[config.mk]
export PLATFORM = sky130hd
export DESIGN_NAME = alu_result_stage
export DESIGN_NICKNAME = d
export VERILOG_FILES = /design/src/rtl/alu_pkg.sv /design/src/rtl/alu_skid_buffer.sv /design/src/rtl/alu_result_stage.sv
export SDC_FILE = /design/constraint.sdc
export NUM_CORES = 1
export LEC_CHECK = 0
export CAP_MARGIN = 20
export CORE_ASPECT_RATIO = 1.2
export CORE_UTILIZATION = 48
export CTS_CLUSTER_SIZE = 8
export DETAILED_ROUTE_END_ITERATION = 7
export PLACE_DENSITY = 0.89
export SLEW_MARGIN = 0
export SYNTH_ARGS = -nofsm -noshare
export SYNTH_HDL_FRONTEND = slang
export SYNTH_SLANG_ARGS = --single-unit
export TNS_END_PERCENT = 10
[constraint.sdc]
create_clock -name clk -period 6.7 [get_ports clk]
set_input_delay 1.34 -clock clk [delete_from_list [all_inputs] [get_ports clk]]
set_output_delay 1.34 -clock clk [all_outputs]
set_load 0.02 [all_outputs]
[src/rtl/alu_pkg.sv]
// Shared ALU definitions: opcode encoding and the {ERR, C, N, Z} flag layout.
package alu_pkg;

   localparam int OP_W = 3;

   typedef enum logic [OP_W-1:0] {
      OP_AND = 3'd0,
      OP_OR  = 3'd1,
      OP_XOR = 3'd2,
      OP_ADD = 3'd3,
      OP_SUB = 3'd4
   } alu_op_e;

   localparam int FLAG_Z   = 0;
   localparam int FLAG_N   = 1;
   localparam int FLAG_C   = 2;
   localparam int FLAG_ERR = 3;

   typedef struct packed {
      logic err;
      logic c;
      logic n;
      logic z;
   } alu_flags_t;

endpackage

[src/rtl/alu_skid_buffer.sv]
// Two-entry skid buffer: main entry drives the outputs, the skid entry absorbs one extra
// word so up_ready can be a register with no path from dn_ready.
module alu_skid_buffer #(
   parameter int DW = 36
) (
   input  logic          clk,
   input  logic          rst,
   input  logic          up_valid,
   output logic          up_ready,
   input  logic [DW-1:0] up_data,
   output logic          dn_valid,
   input  logic          dn_ready,
   output logic [DW-1:0] dn_data
);

   logic          main_valid, skid_valid, skid_next, rdy;
   logic [DW-1:0] main_data, skid_data;
   logic          take, give;

   assign take     = up_valid & rdy;
   assign give     = main_valid & dn_ready;
   assign up_ready = rdy;
   assign dn_valid = main_valid;
   assign dn_data  = main_data;

   always_comb begin
      skid_next = skid_valid;
      if (main_valid && give && skid_valid && !take)
         skid_next = 1'b0;
      else if (main_valid && !give && take)
         skid_next = 1'b1;
   end

   always_ff @(posedge clk or posedge rst) begin
      if (rst) begin
         main_valid <= 1'b0;
         skid_valid <= 1'b0;
         rdy        <= 1'b0;
         main_data  <= '0;
         skid_data  <= '0;
      end else begin
         rdy        <= !skid_next;
         skid_valid <= skid_next;
         if (!main_valid) begin
            if (take) begin
               main_valid <= 1'b1;
               main_data  <= up_data;
            end
         end else if (give) begin
            // Draining: oldest word first, the skid entry always precedes new input.
            if (skid_valid) begin
               main_data <= skid_data;
               if (take) skid_data <= up_data;
            end else if (take) begin
               main_data <= up_data;
            end else begin
               main_valid <= 1'b0;
            end
         end else if (take) begin
            skid_data <= up_data;
         end
      end
   end

endmodule

[src/rtl/alu_result_stage.sv]
// ALU result stage: opcode-selected unit result plus Z/N/C/ERR flags, registered through a
// two-entry skid buffer with valid/ready on both sides.
module alu_result_stage #(
   parameter int WIDTH = 32,
   parameter int OP_W  = alu_pkg::OP_W
) (
   input  logic             clk,
   input  logic             rst,
   input  logic             i_valid,
   output logic             o_ready,
   input  logic [OP_W-1:0]  i_op,
   input  logic [WIDTH-1:0] i_and,
   input  logic [WIDTH-1:0] i_or,
   input  logic [WIDTH-1:0] i_xor,
   input  logic [WIDTH-1:0] i_sum,
   input  logic             i_carry,
   output logic             o_and_enable,
   output logic             o_valid,
   input  logic             i_ready,
   output logic [WIDTH-1:0] o_result,
   output logic [3:0]       o_flags
);

   import alu_pkg::*;

   logic [WIDTH-1:0] result;
   alu_flags_t       flags;

   assign o_and_enable = i_valid & (i_op == OP_AND);

   always_comb begin
      result = '0;
      flags  = '0;
      case (i_op)
         OP_AND: result = i_and;
         OP_OR:  result = i_or;
         OP_XOR: result = i_xor;
         OP_ADD, OP_SUB: begin
            result  = i_sum;
            flags.c = i_carry;
         end
         default: flags.err = 1'b1;
      endcase
      flags.z = (result == '0);
      flags.n = result[WIDTH-1];
   end

   alu_skid_buffer #(.DW(WIDTH + 4)) u_buf (
      .clk      (clk),
      .rst      (rst),
      .up_valid (i_valid),
      .up_ready (o_ready),
      .up_data  ({flags, result}),
      .dn_valid (o_valid),
      .dn_ready (i_ready),
      .dn_data  ({o_flags, o_result})
   );

endmodule

# After elaboration in Yosys (flattened, before gate mapping)
# Index checks and enable logic that the tools add are counted.
# word_totals
elab_cells	43
regBits	75
output_inout_bits	39
# op_classes
n_mux	16
eq_ne	6
reduce_logical	13
bitwise	3
# ops
cell	count
$mux 36	7
$pmux 32 s4	1
$logic_not 32->1	1
$mux 1	8
$eq 3x2->1 const B	2
$logic_and 1x1->1	5
$reduce_or 5->1	1
$and 1x1->1	3
$eq 3x1->1 const B	1
$eq 3x3->1 const B	1
$logic_not 1->1	3
$logic_not 3->1	1
$ne 2x1->1 const B	1
$ne 2x2->1 const B	1
$reduce_and 2->1	1
$reduce_or 2->1	1

# Logic depth before layout (Yosys ltp)
# depth
word_depth	8
mapped_depth	10
mapped_depth_nobuf	7

# Modules after synthesis
# From an unflattened synthesis, not the netlist that was laid out.
# unflattened
cells_unflattened	385
hier_area_um2	4578.1
# by_module_without_submodules
module	area_each_um2	seq_area_each_um2	instances	cells_each
alu_skid_buffer	3223.1	1876.8	1	212
alu_result_stage	1355.0	0.0	1	173

# Worst setup path before layout
# No wires, ideal clock.
# synth_timing
kind	input to output
startpoint	input i_op[2]
endpoint	output o_and_enable
stages	4
arrival_time_ps	2191
path_slack_ps	3169
path_buffers	2
required_time_ps	5360
cell_sequence	buf_2 inv_1 clkbuf_1 and3_1
# synth_between
elab_chain_len	2
# synth_rtl
item	line	source
start: declaration	alu_result_stage.sv:11	input logic [OP_W-1:0] i_op,
$logic_not 3->1	alu_result_stage.sv:29	assign o_and_enable = i_valid & (i_op == OP_AND);
$and 1x1->1	alu_result_stage.sv:29	
end: declaration	alu_result_stage.sv:17	output logic o_and_enable,
# No other way between the ends.

# Worst setup path after layout
# Ends and elaborated chain as after synthesis.

==> flow_metrics.env <==
export IMPL_status="completed"
export IMPL_max_vdd_ir_drop_v=0.000252
export IMPL_hpwlAfterDp_mm=11.0
export IMPL_cp_start_kind="primary input"
export IMPL_fillers=688
export IMPL_slowest_delay_ps=700
export IMPL_async_flop_share_pct=100
export IMPL_cp_startpoint="i_op[2]"
export IMPL_rsz0062_at_grt="false"
export IMPL_reg2regPathDepth=7
export IMPL_synth_top_cell_area_share_pct=42.2
export IMPL_yosys_area_share_simple_pct=17.5
export IMPL_die_area_um2=9520
export IMPL_port_buffers=174
export IMPL_ctsHoldBuffers=0
export IMPL_tns_ps=0
export IMPL_powerDensity_nw_per_um2=364
export IMPL_cts_resized=0
export IMPL_fmax_mhz=203
export IMPL_clkTransAtPathRegs_ps=80
export IMPL_min_path_type="reg2reg"
export IMPL_final_nets=795
export IMPL_reg2reg_slack_ps=4230
export IMPL_first_pass_iters=5
export IMPL_fp_dieW_um=89.2
export IMPL_clockBufferDepth=2
export IMPL_tightest_slew_ps=928
export IMPL_synthMuxAreaShare_pct=10.8
export IMPL_yosys_top_cells_area="dfrtp_1 42%, a21oi_1 12%, nor2_1 6.7%"
export IMPL_syn_inst=506
export IMPL_syn_avg_cell_area_um2=8.66
export IMPL_critPathSlowestCell="clkdlybuf4s50_1"
export IMPL_final_area_um2=6380
export IMPL_drive_gt1_share_pct=9.49
export IMPL_synth_xor_area_share_pct=0
export IMPL_crit_chain="clkdlybuf4s50_1, buf_4, inv_1, and3_1, clkdlybuf4s50_1"
export IMPL_root_buffer="clkbuf_8"
export IMPL_ys_warn_count=0
export IMPL_syn_to_final_growth_pct=45.6
export IMPL_r2r_start="u_buf.dn_valid"
export IMPL_cp_end_kind="output port"
export IMPL_synth_top_area_cell="dfrtp_1"
export IMPL_dpl_cell_area_um2=6140
export IMPL_die_h_um=107
export IMPL_clock_sinks=74
export IMPL_synthMostInstantiatedCell="a21oi_1"
export IMPL_dr_first_iter_drc_count=369
export IMPL_ys_types=43
export IMPL_ant_nets=0
export IMPL_finalHoldViolCount=0
export IMPL_syn_area_um2=4380
export IMPL_track_usage_pct=31.9
export IMPL_cts_tree="yes"
export IMPL_antenna_found_initial=0
export IMPL_yosys_top_cells_count="102 x a21oi_1, 78 x nor2_1, 74 x dfrtp_1"
export IMPL_wl_per_cell_um=18.9
export IMPL_cp_common_cell="clkdlybuf4s50_1"
export IMPL_synth_compound_area_share_pct=24.0
export IMPL_layout_min_cycle_time_ps=4930
export IMPL_io_pins=175
export IMPL_period_share_pct=73.6
export IMPL_clkLatencyLatePin_ps=350
export IMPL_fin_skew_ps=5.72
export IMPL_cp_arrival_ps=3590
export IMPL_synth_seq_area_share_pct=42.2
export IMPL_post_cts_buffers=0
export IMPL_synth_top_family_by_area="compound AO/OA/AOI/OAI gates"
export IMPL_slew_limit_headroom_pct=38.1
export IMPL_setup_viol=0
export IMPL_endpoint="o_and_enable"
export IMPL_num_vias=4676
export IMPL_syn_nets=642
export IMPL_synth_ff_type="dfrtp_1"
export IMPL_place_congestion=1.00
export IMPL_n_antenna_cell=0
export IMPL_synth_edf_count=0
export IMPL_synth_seq_cells=74
export IMPL_cts_buffers=9
export IMPL_slew_viol_final=0
export IMPL_reg2reg_to="u_buf.skid_data[20]"
export IMPL_grt_pass1_wl_mm=22.7
export IMPL_static_leakage_power_nw=2.52
export IMPL_synth_fa_ha_area_share_pct=0
export IMPL_route_detailed_drc=0
export IMPL_wirelength_mm=14.7
export IMPL_rows=37
export IMPL_overflow=0
export IMPL_cts_max_level=3
export IMPL_first_global_vias=4615
export IMPL_initial_core_util_pct=50.4
export IMPL_criticalPathCategory="in2out"
export IMPL_grt_start_max_net_pins=75
export IMPL_core_area_um2=8700
export IMPL_whs_ps=505
export IMPL_crit_fanout=17
export IMPL_drt_vias_per_instance=5.99
export IMPL_cap_violations=0
export IMPL_cp_required_ps=5360
## cells by family (layout without fill, tap and decap cells)
| family | Yosys count | in the layout |
|---|---|---|
| multiplexers | 37 | 37 |
| flip-flops | 74 | 74 |
| buffers and inverters | 51 | 209 |
| AO/OA/AOI/OAI | 175 | 175 |
| AND/OR/NAND/NOR | 169 | 169 |
## per-layer routing
metal	GRT usage [%]	wire length [um]
met2	54.7	7440
met1	37.9	5450
met3	6.31	1230
met4	14.5	596
met5	0	0
## critical path, delay by kind of cell
kind,cells,cell delay (ps)
buf+inv,4,2000
simple gates,1,250
## cell usage in the layout, fill, tap and decap left out, types with 11 or more instances in the layout
master,Yosys,final
nor2b_1,11,11
nand2_1,34,34
mux2_2,14,14
o21ai_0,18,18
nand3_1,15,15
mux2i_1,16,16
dfrtp_1,74,74
o22a_1,16,16
a21oi_1,102,100
a211oi_1,12,12
clkdlybuf4s50_1,0,172
nor2_1,78,77
## through the flow
stage	setup slack (ps)	utilization, %	instances	power [mW]
5_1_grt	1680	73.3	781	2.45
6_report	1770	73.3	781	2.32
3_3_place_gp	1890	70.6	765	1.86
4_1_cts	1810	73.3	781	2.32
3_5_place_dp	1810	70.6	765	1.91
2_1_floorplan	3170	-	506	1.43
## state kept, by name, summed over array words and instances, names as in the netlist
name              count
u_buf.dn_data        36
u_buf.skid_data      35
u_buf.dn_valid        1
u_buf.skid_valid      1
u_buf.up_ready        1
## layout make-up
class                           count  area [um^2]  share of cell area, %
Clock buffer                       10          138                   2.16
Clock inverter                      6         97.6                   1.53
Inverter                           10         37.5                  0.588
Multi-Input combinational cell    381         2310                   36.2
Sequential cell                    74         1850                   29.0
Tap cell                          117          146                   2.29
Timing Repair Buffer              183         1800                   28.2
## how the worst min path moves through the flow
stage | cells after the start | end | from | slack [ps]
floorplan | 1 | u_buf.skid_data[29] | u_buf.skid_data[29] | 460
global placement | 1 | u_buf.skid_data[29] | u_buf.skid_data[29] | 470
detailed placement | 2 | u_buf.dn_data[31] | u_buf.dn_data[31] | 490
CTS | 2 | u_buf.dn_data[31] | u_buf.dn_data[31] | 510
global route | 1 | u_buf.skid_data[29] | u_buf.skid_data[29] | 520
finish | 2 | u_buf.dn_data[31] | u_buf.dn_data[31] | 500
## report_power, final
group	internal, mW	total (mW)	switching, mW	leakage [nW]
registers	0.670	0.816	0.146	0.854
clock network	0.225	0.407	0.182	0.119
logic	0.506	1.10	0.594	1.55
total	1.40	2.32	0.922	2.52
Power figures use the tool's default switching activity.
